`config.mk`:
```
export PLATFORM = sky130hd
export DESIGN_NAME = fetch_unit
export DESIGN_NICKNAME = d
export VERILOG_FILES = /design/src/rtl/fetch_unit_pkg.sv /design/src/rtl/fetch_unit.sv
export SDC_FILE = /design/constraint.sdc
export NUM_CORES = 1
export LEC_CHECK = 0
export BUFFER_PORTS_ARGS = -buffer_cell sky130_fd_sc_hd__buf_4
export CAP_MARGIN = 10
export CORE_MARGIN = 1.5
export CORE_UTILIZATION = 45
export DETAILED_ROUTE_END_ITERATION = 10
export GPL_TIMING_DRIVEN = 0
export PLACE_DENSITY = 0.88
export SETUP_SLACK_MARGIN = 0.2
export SLEW_MARGIN = 0
export SYNTH_ARGS = -nofsm -noshare
export SYNTH_HDL_FRONTEND = slang
export SYNTH_SLANG_ARGS = --single-unit
```
`constraint.sdc`:
```
create_clock -name clk -period 3.2 [get_ports clk]
set_input_delay 0.16 -clock clk [delete_from_list [all_inputs] [get_ports clk]]
set_output_delay 0.16 -clock clk [all_outputs]
set_load 0.02 [all_outputs]
```
`src/rtl/fetch_unit_pkg.sv`:
```
// Shared definitions for the rv32i instruction fetch stage.
// FETCH_FAULT_EN adds the S_FAULT state used by the fetch-error path.
package fetch_unit_pkg;

  localparam int XLEN = 32;
  localparam int PC_W = 30;

  localparam logic [PC_W-1:0] DEFAULT_RESET_PC = '0;

  typedef enum logic [2:0] {
    S_IDLE,
    S_REQ,
    S_WAIT,
    S_VALID
`ifdef FETCH_FAULT_EN
    ,
    S_FAULT
`endif
  } fetch_state_t;

  // Word-address successor; a redirect from the branch controller wins.
  function automatic logic [PC_W-1:0] next_pc(input logic [PC_W-1:0] pc,
                                               input logic            jmp_enable,
                                               input logic [PC_W-1:0] jmp_addr);
    return jmp_enable ? jmp_addr : pc + PC_W'(1);
  endfunction

endpackage

```
`src/rtl/fetch_unit.sv`:
```
// Instruction fetch stage: PC register, next-PC mux and request/grant/response FSM.
// Optional FETCH_FAULT_EN adds imem_err/fetch_fault and a sticky fault state.
module fetch_unit
  import fetch_unit_pkg::*;
#(
  parameter logic [PC_W-1:0] RESET_PC = DEFAULT_RESET_PC
) (
  input  logic            clk,
  input  logic            rst,
  output logic            imem_req,
  output logic [PC_W-1:0] imem_addr,
  input  logic            imem_gnt,
  input  logic            imem_rvalid,
  input  logic [XLEN-1:0] imem_rdata,
`ifdef FETCH_FAULT_EN
  input  logic            imem_err,
  output logic            fetch_fault,
`endif
  output logic [PC_W-1:0] pc,
  output logic [XLEN-1:0] instr,
  output logic            instr_valid,
  input  logic            instr_ack,
  input  logic            jmp_enable,
  input  logic [PC_W-1:0] jmp_addr
);

  fetch_state_t    state_reg, state_next;
  logic [PC_W-1:0] pc_reg, pc_next;
  logic [XLEN-1:0] instr_reg, instr_next;
`ifdef FETCH_FAULT_EN
  logic            fault_reg, fault_next;
`endif

  always_ff @(posedge clk) begin
    if (rst) begin
      state_reg <= S_IDLE;
      pc_reg    <= RESET_PC;
      instr_reg <= '0;
`ifdef FETCH_FAULT_EN
      fault_reg <= 1'b0;
`endif
    end else begin
      state_reg <= state_next;
      pc_reg    <= pc_next;
      instr_reg <= instr_next;
`ifdef FETCH_FAULT_EN
      fault_reg <= fault_next;
`endif
    end
  end

  always_comb begin
    state_next = state_reg;
    pc_next    = pc_reg;
    instr_next = instr_reg;
`ifdef FETCH_FAULT_EN
    fault_next = fault_reg;
`endif
    case (state_reg)
      S_IDLE: state_next = S_REQ;
      S_REQ: begin
        if (imem_gnt) state_next = S_WAIT;
      end
      S_WAIT: begin
        if (imem_rvalid) begin
`ifdef FETCH_FAULT_EN
          if (imem_err) begin
            fault_next = 1'b1;
            state_next = S_FAULT;
          end else begin
            instr_next = imem_rdata;
            state_next = S_VALID;
          end
`else
          instr_next = imem_rdata;
          state_next = S_VALID;
`endif
        end
      end
      // Branch inputs are only meaningful in the retire cycle.
      S_VALID: begin
        if (instr_ack) begin
          pc_next    = next_pc(pc_reg, jmp_enable, jmp_addr);
          state_next = S_REQ;
        end
      end
`ifdef FETCH_FAULT_EN
      S_FAULT: state_next = S_FAULT;
`endif
      default: state_next = S_IDLE;
    endcase
  end

  // Outputs decode from registered state only.
  assign imem_req    = (state_reg == S_REQ);
  assign instr_valid = (state_reg == S_VALID);
  assign imem_addr   = pc_reg;
  assign pc          = pc_reg;
  assign instr       = instr_reg;
`ifdef FETCH_FAULT_EN
  assign fetch_fault = fault_reg;
`endif

endmodule

```
==> results of run 1 <==
cell usage after synthesis (7+ instances only):
master,count,area [µm²]
inv_1,13,48.80
o311ai_0,8,70.07
nor2_1,12,45.04
nand2_1,98,367.9
or4_1,7,52.55
clkbuf_1,24,90.09
nor4_1,9,56.30
nand4_1,9,56.30
buf_1,8,30.03
or3_1,20,125.1
a21oi_1,49,245.2
nand3_1,17,85.08
buf_4,30,225.2
nor3_1,7,35.03
dfxtp_1,64,1281
a31oi_1,10,62.56
o21ai_0,10,50.05
stage by stage:
stage | power, mW | cell area [µm²] | hold WS (ns)
3_3_place_gp | 1.667 | 4883 | 0.4073
4_1_cts | 2.417 | 5089 | 0.04374
2_1_floorplan | 1.372 | 3547 | 0.2960
3_5_place_dp | 1.697 | 4883 | 0.4162
5_1_grt | 2.521 | 5089 | 0.04866
6_report | 2.425 | 5089 | 0.05139
layer usage:
metal  share of wire  up-vias  track usage
met5               0        -            0
met2            0.50      263       0.5012
met4           0.029        0       0.1385
met3           0.094       41      0.05970
li1                -     2016            -
met1            0.37     2041       0.3407
logic make-up after synthesis:
kind of cell	after synthesis	share of synthesized area
and+or+nand+nor	196	0.2677
buffers and inverters	77	0.1139
adders and majority gates	4	0.01411
muxes	5	0.01446
DFF	64	0.3612
AOI/OAI and AO/OA	123	0.2286
report_power, final:
part,internal [mW],leakage (nW),total (mW),switching (mW)
clock network,0.384,0.0989,0.733,0.349
logic,0.310,1.51,0.731,0.421
registers,0.873,0.518,0.961,0.0881
total,1.57,2.13,2.42,0.859
critical path: cells and delay by family, from the launching register on:
kind / cells / cell delay (ns)
buffers and inverters: 3 / 1.49
adders and majority gates: 1 / 0.27
DFF: 1 / 0.35
AOI/OAI and AO/OA: 2 / 0.41
and+or+nand+nor: 1 / 0.16
final cells by class:
cell class	instances	area [µm²]
buffer	64	355.3
clock buffer	10	137.6
clock inverter	6	67.56
fill	673	2599
inverter	13	48.80
multi-input combinational	328	1862
sequential	64	1281
tap	102	127.6
timing repair buffer	161	1209
worst max path at each step:
stage / endpoint / depth (start not counted) / slack [ns]
6_report: imem_addr[2] / 7 / 0.44
5_1_grt: imem_addr[5] / 7 / 0.37
4_1_cts: imem_addr[2] / 7 / 0.56
3_5_place_dp: imem_addr[2] / 7 / 0.61
3_3_place_gp: imem_addr[25] / 7 / 0.71
2_1_floorplan: imem_addr[16] / 5 / 0.98
==> metrics.cfg, run 1 <==
[critical_path]
worstReg2RegEnd = imem_addr[2]
r2r_start = state_reg[0]
endpoint_kind = flop
critPathSlowestCell = clkbuf_1
rrSetupSlack_ns = 0.44
crit_type = flop to flop
worst_setup_path_start_kind = flop
crit_start = state_reg[0]
path_cells = ha_1, nand2_1, clkbuf_1, clkbuf_1, clkbuf_1, o21ai_0, a21oi_1
critPathRequiredTime_ns = 3.48
arrival_ns = 3.04
critical_path.most_common_cell = clkbuf_1
cp_slowest_stage_delay_ns = 0.57
path_max_fanout = 10
r2r_cells = 7

[layout]
utilization = 0.6619
final_common_cell = buf_4
drive_above_1_share = 0.3297
nNetsFinal = 713
area_growth_pct = 43.46
largest_reg_flops = 32
fin_cells = 748
antennaDiodeCount = 0
mostFrequentLayoutCells = 191 x buf_4, 98 x nand2_1, 64 x dfxtp_1

[sta]
hold_viol = 0
worst_slew_pin_slew_ns = 0.7559
period_needed_ns = 2.760
fmax_ghz = 0.3623
relSlewSlack = 0.4914
fin_crit_sh = 0.8625
rsz0062_at_grt = false
finalSetupViolations = 0
fin_tns_setup_ns = 0
finalClockSkew_ns = 0.009444
timing.final.max_slew_violations = 0
fin_ws_ns = 0.4399

[clock_network]
cts_tree = yes
root_buffer = clkbuf_8
htree_levels = 3
cts_setup_buffers = 0
clk_latency_ns = 0.35
hold_buffers = 0
numClockSinks = 64
cts_resized = 0
numCtsBuffers = 9
clkSlewWorstSetupHoldPaths_ns = 0.08
clockBufferDepth = 2

[floorplan]
start_util = 0.4614
dieWidth_um = 91.79
core-area_mm2 = 0.007687
die_area_mm2 = 0.008424
io_pins = 162
rows = 32
die_height_um = 91.79

[job]
max_cap_violations = 0

[synthesis]
syn_nets = 541
synthCells = 469
yosysSeqAreaShare = 0.3612
ys_async_sr_fraction = 0
synthFlopType = dfxtp_1
synth.distinct_cells = 50
yosys_warnings = 0
ys_ff_latch = 64
syn_area_mm2 = 0.003547
avgSynthCellArea_um2 = 7.563
synth_edf_count = 0

[global_routing]
grt_use_total = 0.2895
grt_max_degree = 13
antenna_found_initial = 0
first_global_vias = 3995
grt_pass1_wl_um = 19420
grt-ovfl-total = 0

[placement]
numPortBuffers = 161
numPlacedInstances = 732
detailedPlace.worstSlack_ns = 0.6066
place.gp.congestion = 0.9381
hpwl_um = 9286

[routing]
drc = 0
drtIter0Drc = 486
finalWirelength_um = 12660
dr.pass1.iters = 5
wl_per_cell_um = 16.93
ant_nets = 0
vias_per_cell = 5.830
dr_total_vias = 4361

[hold_path]
worstHoldPathType = input pin to flop
holdPathEnd = instr[6]
holdPathStages = 3
min-delay-start = imem_rdata[6]

[pwr]
ir_worst_vdd_mv = 0.2820
pwr_density_cell_mw_per_mm2 = 476.5
p_leak_nw = 2.125

[status]
outcome = completed

Note: power is estimated with default switching activity, not from simulation.
==> run 2, diff against run 1 <==
--- a/config.mk
+++ b/config.mk
@@ -8,10 +8,10 @@
 export BUFFER_PORTS_ARGS = -buffer_cell sky130_fd_sc_hd__buf_4
 export CAP_MARGIN = 10
 export CORE_MARGIN = 1.5
-export CORE_UTILIZATION = 45
+export CORE_UTILIZATION = 43
 export DETAILED_ROUTE_END_ITERATION = 10
 export GPL_TIMING_DRIVEN = 0
-export PLACE_DENSITY = 0.88
+export PLACE_DENSITY = 0.79
 export SETUP_SLACK_MARGIN = 0.2
 export SLEW_MARGIN = 0
 export SYNTH_ARGS = -nofsm -noshare
==> constraint.sdc (replaced) <==
create_clock -name clk -period 2.45 [get_ports clk]
set_input_delay 0.1225 -clock clk [delete_from_list [all_inputs] [get_ports clk]]
set_output_delay 0.1225 -clock clk [all_outputs]
set_load 0.02 [all_outputs]
==> metrics.cfg, run 2 (synthesis results as in run 1) <==
[status]
outcome = completed  ; unchanged

[clock_network]
clk_latency_ns = 0.34  ; was 0.35 ns
numCtsBuffers = 9  ; unchanged
cts_tree = yes  ; unchanged
numClockSinks = 64  ; unchanged
root_buffer = clkbuf_8  ; unchanged
clkSlewWorstSetupHoldPaths_ns = 0.08  ; about the same
htree_levels = 3  ; unchanged
hold_buffers = 0  ; unchanged
clockBufferDepth = 2  ; unchanged

[critical_path]
path_max_fanout = 10  ; unchanged
cp_slowest_stage_delay_ns = 0.51  ; was 0.57 ns
critPathRequiredTime_ns = 2.69  ; was 3.48 ns
critPathSlowestCell = dfxtp_1  ; was clkbuf_1
cp_top_family = simple AND/OR/NAND/NOR gates  ; was buffers and inverters
crit_type = flop to flop  ; unchanged
path_cells = nand3_2, or3_1, clkbuf_1, nor4_1, mux2_2  ; was ha_1, nand2_1, clkbuf_1, clkbuf_1, clkbuf_1, o21ai_0, a21oi_1
endpoint_kind = flop  ; unchanged
crit_buf_inv = 1  ; was 3
worst_setup_path_start_kind = flop  ; unchanged
arrival_ns = 2.43  ; was 3.04 ns

[job]
max_cap_violations = 0  ; unchanged

[hold_path]
worstHoldPathType = input pin to flop  ; unchanged

[floorplan]
dieWidth_um = 93.83  ; was 91.79 µm
start_util = 0.4520  ; was 0.4614
die_area_mm2 = 0.008803  ; was 0.008424 mm²
die_height_um = 93.83  ; was 91.79 µm
rows = 32  ; unchanged
io_pins = 162  ; unchanged
core-area_mm2 = 0.007848  ; was 0.007687 mm²

[layout]
fillerInstances = 706  ; was 673
largest_reg_flops = 32  ; unchanged
fin_cells = 750  ; was 748
antennaDiodeCount = 0  ; unchanged
mostFrequentLayoutCells = 194 x buf_4, 98 x nand2_1, 61 x dfxtp_1  ; was 191 x buf_4, 98 x nand2_1, 64 x dfxtp_1
utilization = 0.6639  ; was 0.6619
final_common_cell = buf_4  ; unchanged
multiInputGateArea_mm2 = 0.001884  ; was 0.001862 mm²
area_growth_pct = 46.88  ; was 43.46%
drive_above_1_share = 0.3503  ; was 0.3297
nNetsFinal = 715  ; was 713
seqCellArea_mm2 = 0.001285  ; was 0.001281 mm²
fin_area_mm2 = 0.005210  ; was 0.005089 mm²

[routing]
dr.pass1.iters = 5  ; unchanged
dr_total_vias = 4306  ; was 4361
drc = 0  ; unchanged
ant_nets = 0  ; unchanged
wl_per_cell_um = 16.53  ; was 16.93 µm
drtIter0Drc = 327  ; was 486
vias_per_cell = 5.741  ; was 5.830
finalWirelength_um = 12400  ; was 12660 µm

[placement]
place_area_mm2 = 0.004883  ; unchanged
numPlacedInstances = 732  ; unchanged
place.gp.congestion = 0.9513  ; was 0.9381
hpwl_um = 9029  ; was 9286 µm
numPortBuffers = 161  ; unchanged

[sta]
rsz0062_at_grt = true  ; was false
fin_tns_setup_ns = 0  ; unchanged
period_needed_ns = 2.192  ; was 2.760 ns
finalClockSkew_ns = 0.005614  ; was 0.009444 ns
finalSetupViolations = 0  ; unchanged
hold_viol = 0  ; unchanged
fin_crit_sh = 0.8947  ; was 0.8625
relSlewSlack = 0.5104  ; was 0.4914
fmax_ghz = 0.4562  ; was 0.3623 GHz
worst_slew_pin_slew_ns = 0.7276  ; was 0.7559 ns
timing.final.max_slew_violations = 0  ; unchanged

[global_routing]
grt_use_total = 0.2790  ; was 0.2895
grt-ovfl-total = 0  ; unchanged
grt_max_degree = 13  ; unchanged
first_global_vias = 3941  ; was 3995
antenna_found_initial = 0  ; unchanged
grt_pass1_wl_um = 19400  ; was 19420 µm

[pwr]
pwr_density_cell_mw_per_mm2 = 665.2  ; was 476.5 mW/mm²
p_leak_nw = 2.192  ; was 2.125 nW
ir_worst_vdd_mv = 0.4501  ; was 0.2820 mV

## run 2: layer usage
layer	vias to the layer above	part of all wire	routed length [µm]	global-route usage
met1	2007	0.40	4960	0.3603
met3	32	0.084	1042	0.05016
met5	-	0	0	0
met2	240	0.49	6035	0.4559
met4	0	0.029	359	0.1182
li1	2027	-	-	-
## run 2: what timing repair did
action                                  CTS  global route
endpoints found under the setup margin   14            18
buffers inserted                          0             2
endpoints found under the hold margin     0             0
resized for setup                         6            11
## run 2: worst register-to-register path, cell delays in order (launching register included)
cell	delay, ns
dfxtp_1	0.51
nand3_2	0.22
or3_1	0.41
clkbuf_1	0.18
nor4_1	0.38
mux2_2	0.38
## run 2: final cells by class
class,count,area share
Clock buffer,10,0.02642
Clock inverter,6,0.02642
Sequential cell,64,0.2466
Buffer,64,0.07012
Timing Repair Buffer,163,0.2349
Tap cell,102,0.02450
Multi-Input combinational cell,328,0.3617
Inverter,13,0.009366
## run 2: path summary, 6_finish.rpt
| check | from | slack (ns) | end | depth (start not counted) |
|---|---|---|---|---|
| max | imem_addr[9] | 0.26 | imem_addr[28] | 5 |
| min | imem_rdata[0] | 0.02 | instr[0] | 3 |
| max reg2reg | imem_addr[9] | 0.26 | imem_addr[28] | 5 |
| min reg2reg | instr[19] | 0.46 | instr[19] | 2 |
## run 2: per-stage QoR
| step | setup WS, ns | power, mW | hold WS [ns] |
|---|---|---|---|
| 6_report | 0.2581 | 3.466 | 0.02012 |
| 5_1_grt | 0.1785 | 3.622 | 0.008754 |
| 4_1_cts | 0.1892 | 3.462 | 0.01426 |
| 3_5_place_dp | -0.04156 | 2.208 | 0.3793 |
| 3_3_place_gp | -0.02261 | 2.184 | 0.3708 |
| 2_1_floorplan | 0.2313 | 1.792 | 0.2585 |
## run 2: report_power, final
part | switching, mW | leakage, nW | internal (mW)
Combinational | 0.541 | 1.54 | 0.407
Sequential | 0.112 | 0.520 | 1.14
Clock | 0.451 | 0.137 | 0.814
